<file path="src/rtl/axis_byte_framer_if.sv">
// AXI-Stream style interface used between the byte framer and its downstream
// stage. The master drives the payload and handshake-valid, the slaver drives
// ready. aclk/aresetn travel with the bundle for stages that want them.
interface axi_stream_inf #(
  parameter int DSIZE = 8
) (
  input logic aclk,
  input logic aresetn
);

  logic               axis_tvalid;
  logic               axis_tready;
  logic [DSIZE-1:0]   axis_tdata;
  logic               axis_tlast;
  logic [DSIZE/8-1:0] axis_tkeep;
  logic               axis_tuser;

  modport master (
    input  aclk,
    input  aresetn,
    output axis_tvalid,
    output axis_tdata,
    output axis_tlast,
    output axis_tkeep,
    output axis_tuser,
    input  axis_tready
  );

  modport slaver (
    input  aclk,
    input  aresetn,
    input  axis_tvalid,
    input  axis_tdata,
    input  axis_tlast,
    input  axis_tkeep,
    input  axis_tuser,
    output axis_tready
  );

endinterface

</file>
<file path="src/rtl/axis_byte_framer.sv">
// Byte framer: a first-word-fall-through FIFO feeding an AXI-Stream master.
// Every FRAME_LEN transferred beats form one frame; the last beat carries
// tlast, and each completed frame pulses frame_done and bumps frame_cnt.
module axis_byte_framer #(
  parameter int FRAME_LEN = 16,
  parameter int DEPTH     = 16
) (
  input  logic                     clock,
  input  logic                     rst_n,
  input  logic [7:0]               in_data,
  input  logic                     in_valid,
  output logic                     in_ready,
  output logic [$clog2(DEPTH):0]   fifo_level,
  output logic                     frame_done,
  output logic [15:0]              frame_cnt,
  axi_stream_inf.master            axis_out
);

  localparam int AW = $clog2(DEPTH);
  localparam int BW = (FRAME_LEN > 1) ? $clog2(FRAME_LEN) : 1;
  localparam logic [AW:0]   LEVEL_FULL = (AW+1)'(DEPTH);
  localparam logic [BW-1:0] LAST_BEAT  = BW'(FRAME_LEN - 1);

  logic [7:0]    mem [DEPTH];
  logic [AW-1:0] wr_ptr;
  logic [AW-1:0] rd_ptr;
  logic [BW-1:0] beat_idx;
  logic          out_valid;
  logic          out_last;
  logic          push;
  logic          pop;

  // Handshake decode; everything here comes from registered state plus the
  // live valid/ready inputs, so no output depends on a same-cycle pop/push.
  always_comb begin
    // NOTE: every signal assigned in a combinational block gets a default
    // first, so no path can leave it unassigned and infer a latch.
    out_valid = 1'b0;
    out_last  = 1'b0;
    push      = 1'b0;
    pop       = 1'b0;
    out_valid = (fifo_level != '0);
    out_last  = out_valid && (beat_idx == LAST_BEAT);
    push      = in_valid && in_ready;
    pop       = out_valid && axis_out.axis_tready;
  end

  assign in_ready             = (fifo_level < LEVEL_FULL);
  assign axis_out.axis_tvalid = out_valid;
  assign axis_out.axis_tdata  = mem[rd_ptr];
  assign axis_out.axis_tlast  = out_last;
  assign axis_out.axis_tkeep  = '1;
  assign axis_out.axis_tuser  = 1'b0;

  // FIFO storage write at the tail.
  // NOTE: the storage array has no reset; the pointers and level alone decide
  // which entries are meaningful, so clearing the array would buy nothing.
  always_ff @(posedge clock) begin
    if (push) begin
      mem[wr_ptr] <= in_data;
    end
  end

  // FIFO pointers and occupancy; pointers wrap naturally at DEPTH.
  // NOTE: sequential state is updated with non-blocking assignments so every
  // flop samples the pre-edge values regardless of statement order.
  always_ff @(posedge clock or negedge rst_n) begin
    if (!rst_n) begin
      wr_ptr     <= '0;
      rd_ptr     <= '0;
      fifo_level <= '0;
    end else begin
      if (push) begin
        wr_ptr <= wr_ptr + 1'b1;
      end
      if (pop) begin
        rd_ptr <= rd_ptr + 1'b1;
      end
      if (push && !pop) begin
        fifo_level <= fifo_level + 1'b1;
      end else if (pop && !push) begin
        fifo_level <= fifo_level - 1'b1;
      end
    end
  end

  // Beat position within the frame, frame completion pulse and frame counter.
  always_ff @(posedge clock or negedge rst_n) begin
    if (!rst_n) begin
      beat_idx   <= '0;
      frame_done <= 1'b0;
      frame_cnt  <= '0;
    end else begin
      frame_done <= pop && out_last;
      if (pop) begin
        if (out_last) begin
          beat_idx  <= '0;
          frame_cnt <= frame_cnt + 16'd1;
        end else begin
          beat_idx <= beat_idx + 1'b1;
        end
      end
    end
  end

endmodule

</file>
<file path="src/flat_wrapper.sv">
// flat-port wrapper written by rule: the top's interface ports become plain ports
module axis_byte_framer_flat 
#(
  parameter int FRAME_LEN = 16,
  parameter int DEPTH     = 16
)
  (clock, rst_n, in_data, in_valid, in_ready, fifo_level, frame_done, frame_cnt, aclk, aresetn, axis_out_axis_tvalid, axis_out_axis_tdata, axis_out_axis_tlast, axis_out_axis_tkeep, axis_out_axis_tuser, axis_out_axis_tready);
  axi_stream_inf #(.DSIZE(8)) axis_out_i (.aclk(aclk), .aresetn(aresetn));
  input  logic clock;
  input  logic rst_n;
  input  logic [7:0] in_data;
  input  logic in_valid;
  output logic in_ready;
  output logic [$clog2(DEPTH):0] fifo_level;
  output logic frame_done;
  output logic [15:0] frame_cnt;
  input wire logic aclk;
  input wire logic aresetn;
  output wire logic [$bits(axis_out_i.axis_tvalid)-1:0] axis_out_axis_tvalid;
  output wire logic [$bits(axis_out_i.axis_tdata)-1:0] axis_out_axis_tdata;
  output wire logic [$bits(axis_out_i.axis_tlast)-1:0] axis_out_axis_tlast;
  output wire logic [$bits(axis_out_i.axis_tkeep)-1:0] axis_out_axis_tkeep;
  output wire logic [$bits(axis_out_i.axis_tuser)-1:0] axis_out_axis_tuser;
  input wire logic [$bits(axis_out_i.axis_tready)-1:0] axis_out_axis_tready;
  assign axis_out_axis_tvalid = axis_out_i.axis_tvalid;
  assign axis_out_axis_tdata = axis_out_i.axis_tdata;
  assign axis_out_axis_tlast = axis_out_i.axis_tlast;
  assign axis_out_axis_tkeep = axis_out_i.axis_tkeep;
  assign axis_out_axis_tuser = axis_out_i.axis_tuser;
  assign axis_out_i.axis_tready = axis_out_axis_tready;
  axis_byte_framer #(.FRAME_LEN(FRAME_LEN), .DEPTH(DEPTH)) u_core (.clock(clock), .rst_n(rst_n), .in_data(in_data), .in_valid(in_valid), .in_ready(in_ready), .fifo_level(fifo_level), .frame_done(frame_done), .frame_cnt(frame_cnt), .axis_out(axis_out_i));
endmodule
</file>
<file path="config.mk">
export PLATFORM = sky130hd
export DESIGN_NAME = axis_byte_framer_flat
export DESIGN_NICKNAME = d
export VERILOG_FILES = /design/src/rtl/axis_byte_framer_if.sv /design/src/rtl/axis_byte_framer.sv /design/src/flat_wrapper.sv
export SDC_FILE = /design/constraint.sdc
export NUM_CORES = 1
export LEC_CHECK = 0
export ABC_AREA = 1
export BUFFER_PORTS_ARGS = -buffer_cell sky130_fd_sc_hd__clkbuf_2
export CORE_UTILIZATION = 45
export CTS_CLUSTER_DIAMETER = 50
export DETAILED_ROUTE_END_ITERATION = 16
export MAX_ROUTING_LAYER = met4
export PLACE_DENSITY = 0.74
export SKIP_LAST_GASP = 1
export SYNTH_ARGS = -nofsm -noshare
export SYNTH_HDL_FRONTEND = slang
export SYNTH_SLANG_ARGS = --single-unit
</file>
<file path="constraint.sdc">
create_clock -name clock -period 5.8 [get_ports clock]
set_input_delay 0.58 -clock clock [delete_from_list [all_inputs] [get_ports clock]]
set_output_delay 0.58 -clock clock [all_outputs]
set_load 0.05 [all_outputs]
</file>
==> impl_metrics.ini <==
[synth]
ys_seq_area_share_pct = 65.8
synthCells = 669
syn-cell-area_sq_mm = 0.00714
ys_types = 32
avgSynthCellArea_sq_um = 10.7
syn_nets = 695
yosysWarningCount = 0
synth-seq-cells = 162

[route]
wl_microns = 14200
via_per_inst = 5.08
wire_per_inst_microns = 15.2
dr.pass1.iters = 5
drc = 0
drtAntennaViolNets = 0
drt_iter0_drc = 532
vias = 4730

[sta]
min_period_ns = 3.28
rsz0062_at_grt = no
max_freq_ghz = 0.305
holdWs_ns = 0.262
fin_setup_tns_ns = 0
maxSlewViolCount = 0
hold_violations = 0
fin_crit_sh_pct = 56.5
setup_viol = 0
skew_ns = 0.00852
tightest_slew_ns = 1.08
slew_headroom_pct = 27.8

[pwr]
clkPwrFrac_pct = 26.3
p_leak_nw = 3.11
combPwrFrac_pct = 36.7
p_sw_share_pct = 41.0
power-per-cell-area_mw_per_mm2 = 511
seqPwrFrac_pct = 37.0
power_switching_mw = 1.68
p_int_mw = 2.41
total_power_mw = 4.09
ir_drop_v = 0.000413

[clocking]
clkLatencyLatePin_ns = 0.42
cts_buffers = 17
htree_levels = 4
cts_tree = done
postCtsHoldBufs = 0
clk_pin_slew_ns = 0.06
cts-root-buf = clkbuf_16
clk_path_buf_depth = 2
ctsResizeCount = 0
cts_sinks = 162
cts_setup_buffers = 0

[critical_path]
timing.critical_path.buf_inv = 2
crit_chain = inv_2 -> nor2_1 -> o21ai_0 -> nand3_1 -> nand2_1 -> nand2_1 -> clkbuf_2
cp_top_family = flip-flops
slowest_delay_ns = 0.93
cp-end-kind = primary output
rr_startpoint = u_core.fifo_level[1]$_DFFE_PN0P_
start_kind = flop
crit_top_cell = nand2_1
cp.arrival_ns = 2.70
critPathSlowestCell = dfrtp_1
reg2reg_setup_slack_ns = 3.47
cp_data_required_time_ns = 5.22
path_class = reg2out
cp_max_fo = 20
crit_start = u_core.rd_ptr[1]$_DFFE_PN0P_

[placement]
port_buffers = 44
place_area_sq_mm = 0.00744
dp_hpwl_microns = 8690
gp_routability_congestion = 0.772

[layout]
diodes = 0
final_nets = 734
syn2layout_area_growth_pct = 12.1
seqCellArea_sq_mm = 0.00470
final.fill_count = 1353
drive_above_1_share_pct = 13.6
multi_input_area_sq_mm = 0.00211
post-route-util_pct = 52.3
design_area_sq_mm = 0.00800

[die]
die_area_sq_mm = 0.0164
rows = 45
die_w_microns = 128
io_pins = 49
fp.dieH_microns = 128
initial_core_util_pct = 46.6
coreArea_sq_mm = 0.0153

[run]
max-cap-violations = 0

[global_routing]
grt_pass1_wl_microns = 22400
grt_pass1_vias = 4388
antenna_found_initial = 0
grt_max_degree = 67
grt_usage_pct = 19.1
overflow = 0

[run_status]
status = complete, no violations

[min_path]
hold_class = in2async
==> power groups by stage <==
stage	Combinational, mW	Sequential [mW]	Clock [mW]
2_1_floorplan	1.13	1.57	0
3_3_place_gp	1.46	1.53	0
3_5_place_dp	1.49	1.53	0
4_1_cts	1.51	1.51	1.08
5_1_grt	1.65	1.53	1.14
6_report	1.50	1.51	1.08
==> stage by stage <==
stage | worst slack, ns | cells
global placement | 3.02 | 900
CTS | 2.52 | 932
global route | 2.30 | 932
finish | 2.52 | 932
floorplan | 3.20 | 669
detailed placement | 2.97 | 900
==> routing by layer <==
| layer | vias to the layer above | wire length (microns) | track usage, % |
|---|---|---|---|
| met5 | - | 0 | - |
| met4 | 0 | 204 | 6.99 |
| met3 | 14 | 981 | 4.84 |
| met2 | 162 | 6680 | 29.2 |
| met1 | 2241 | 6310 | 24.8 |
| li1 | 2313 | - | - |
==> worst paths after layout <==
path / to / cells past startpoint
setup / recovery: axis_out_axis_tdata[2] / 7
min in group clock: u_core.wr_ptr[0]$_DFFE_PN0P_ / 3
hold reg to reg: u_core.beat_idx[2]$_DFFE_PN0P_ / 1
hold / removal: u_core.frame_cnt[8]$_DFFE_PN0P_ / 1
max in group asynchronous: u_core.rd_ptr[0]$_DFFE_PN0P_ / 1
setup reg to reg: u_core.fifo_level[4]$_DFFE_PN0P_ / 11
==> cells in the mapped netlist (all sizes together) <==
cell type	number	area, sq um
nand4	1	6.26
dfrtp	34	851
edfxtp	128	3840
buf	22	173
a31oi	1	6.26
nand2	171	657
fa	1	20.0
clkbuf	3	21.3
nand3b	1	7.51
o21ai	49	264
or2	1	6.26
inv	37	139
clkinv	1	3.75
a21oi	25	125
ha	11	138
xor2	10	87.6
nor2	118	478
xnor2	5	43.8
nand3	48	260
conb	2	7.51
==> final cells by class <==
class | instances | share of cell area, %
multi-input cells | 444 | 26.3
clock buffers | 18 | 5.36
clock inverters | 14 | 1.72
repair buffers | 45 | 2.85
inverters | 38 | 1.78
flip-flops and latches | 162 | 58.7
well taps | 211 | 3.30
==> registers in the layout (all words and copies together) (netlist names) <==
name / flops
u_core.beat_idx: 4
u_core.fifo_level: 5
u_core.frame_cnt: 16
u_core.frame_done: 1
u_core.mem: 128
u_core.rd_ptr: 4
u_core.wr_ptr: 4
==> cell usage in the layout, fill, tap and decap left out, types with 2 or more instances in the layout <==
master and n:
nand2_1 167, edfxtp_1 128, nor2_1 112, nand3_1 44, clkbuf_2 44, o21ai_0 35
dfrtp_1 33, inv_1 32, a21oi_1 25, clkbuf_16 17, ha_1 11, xor2_1 10
o21ai_1 9, inv_2 5, clkinv_1 5, o21ai_2 5, xnor2_1 5, nand3_2 4
nor2_4 4, nand2_2 3, inv_6 3, clkinvlp_4 3, nor2_2 2, conb_1 2
bufinv_16 2
==> logic make-up after synthesis <==
group	Yosys count	share of synthesized area, %
buf+inv	63	4.72
other cells	2	0.105
compound gates	75	5.54
simple gates	340	19.8
flops	162	65.8
fa+ha+maj	12	2.21
xor+xnor	15	1.84
No activity file was read; power rests on OpenSTA's default activity.
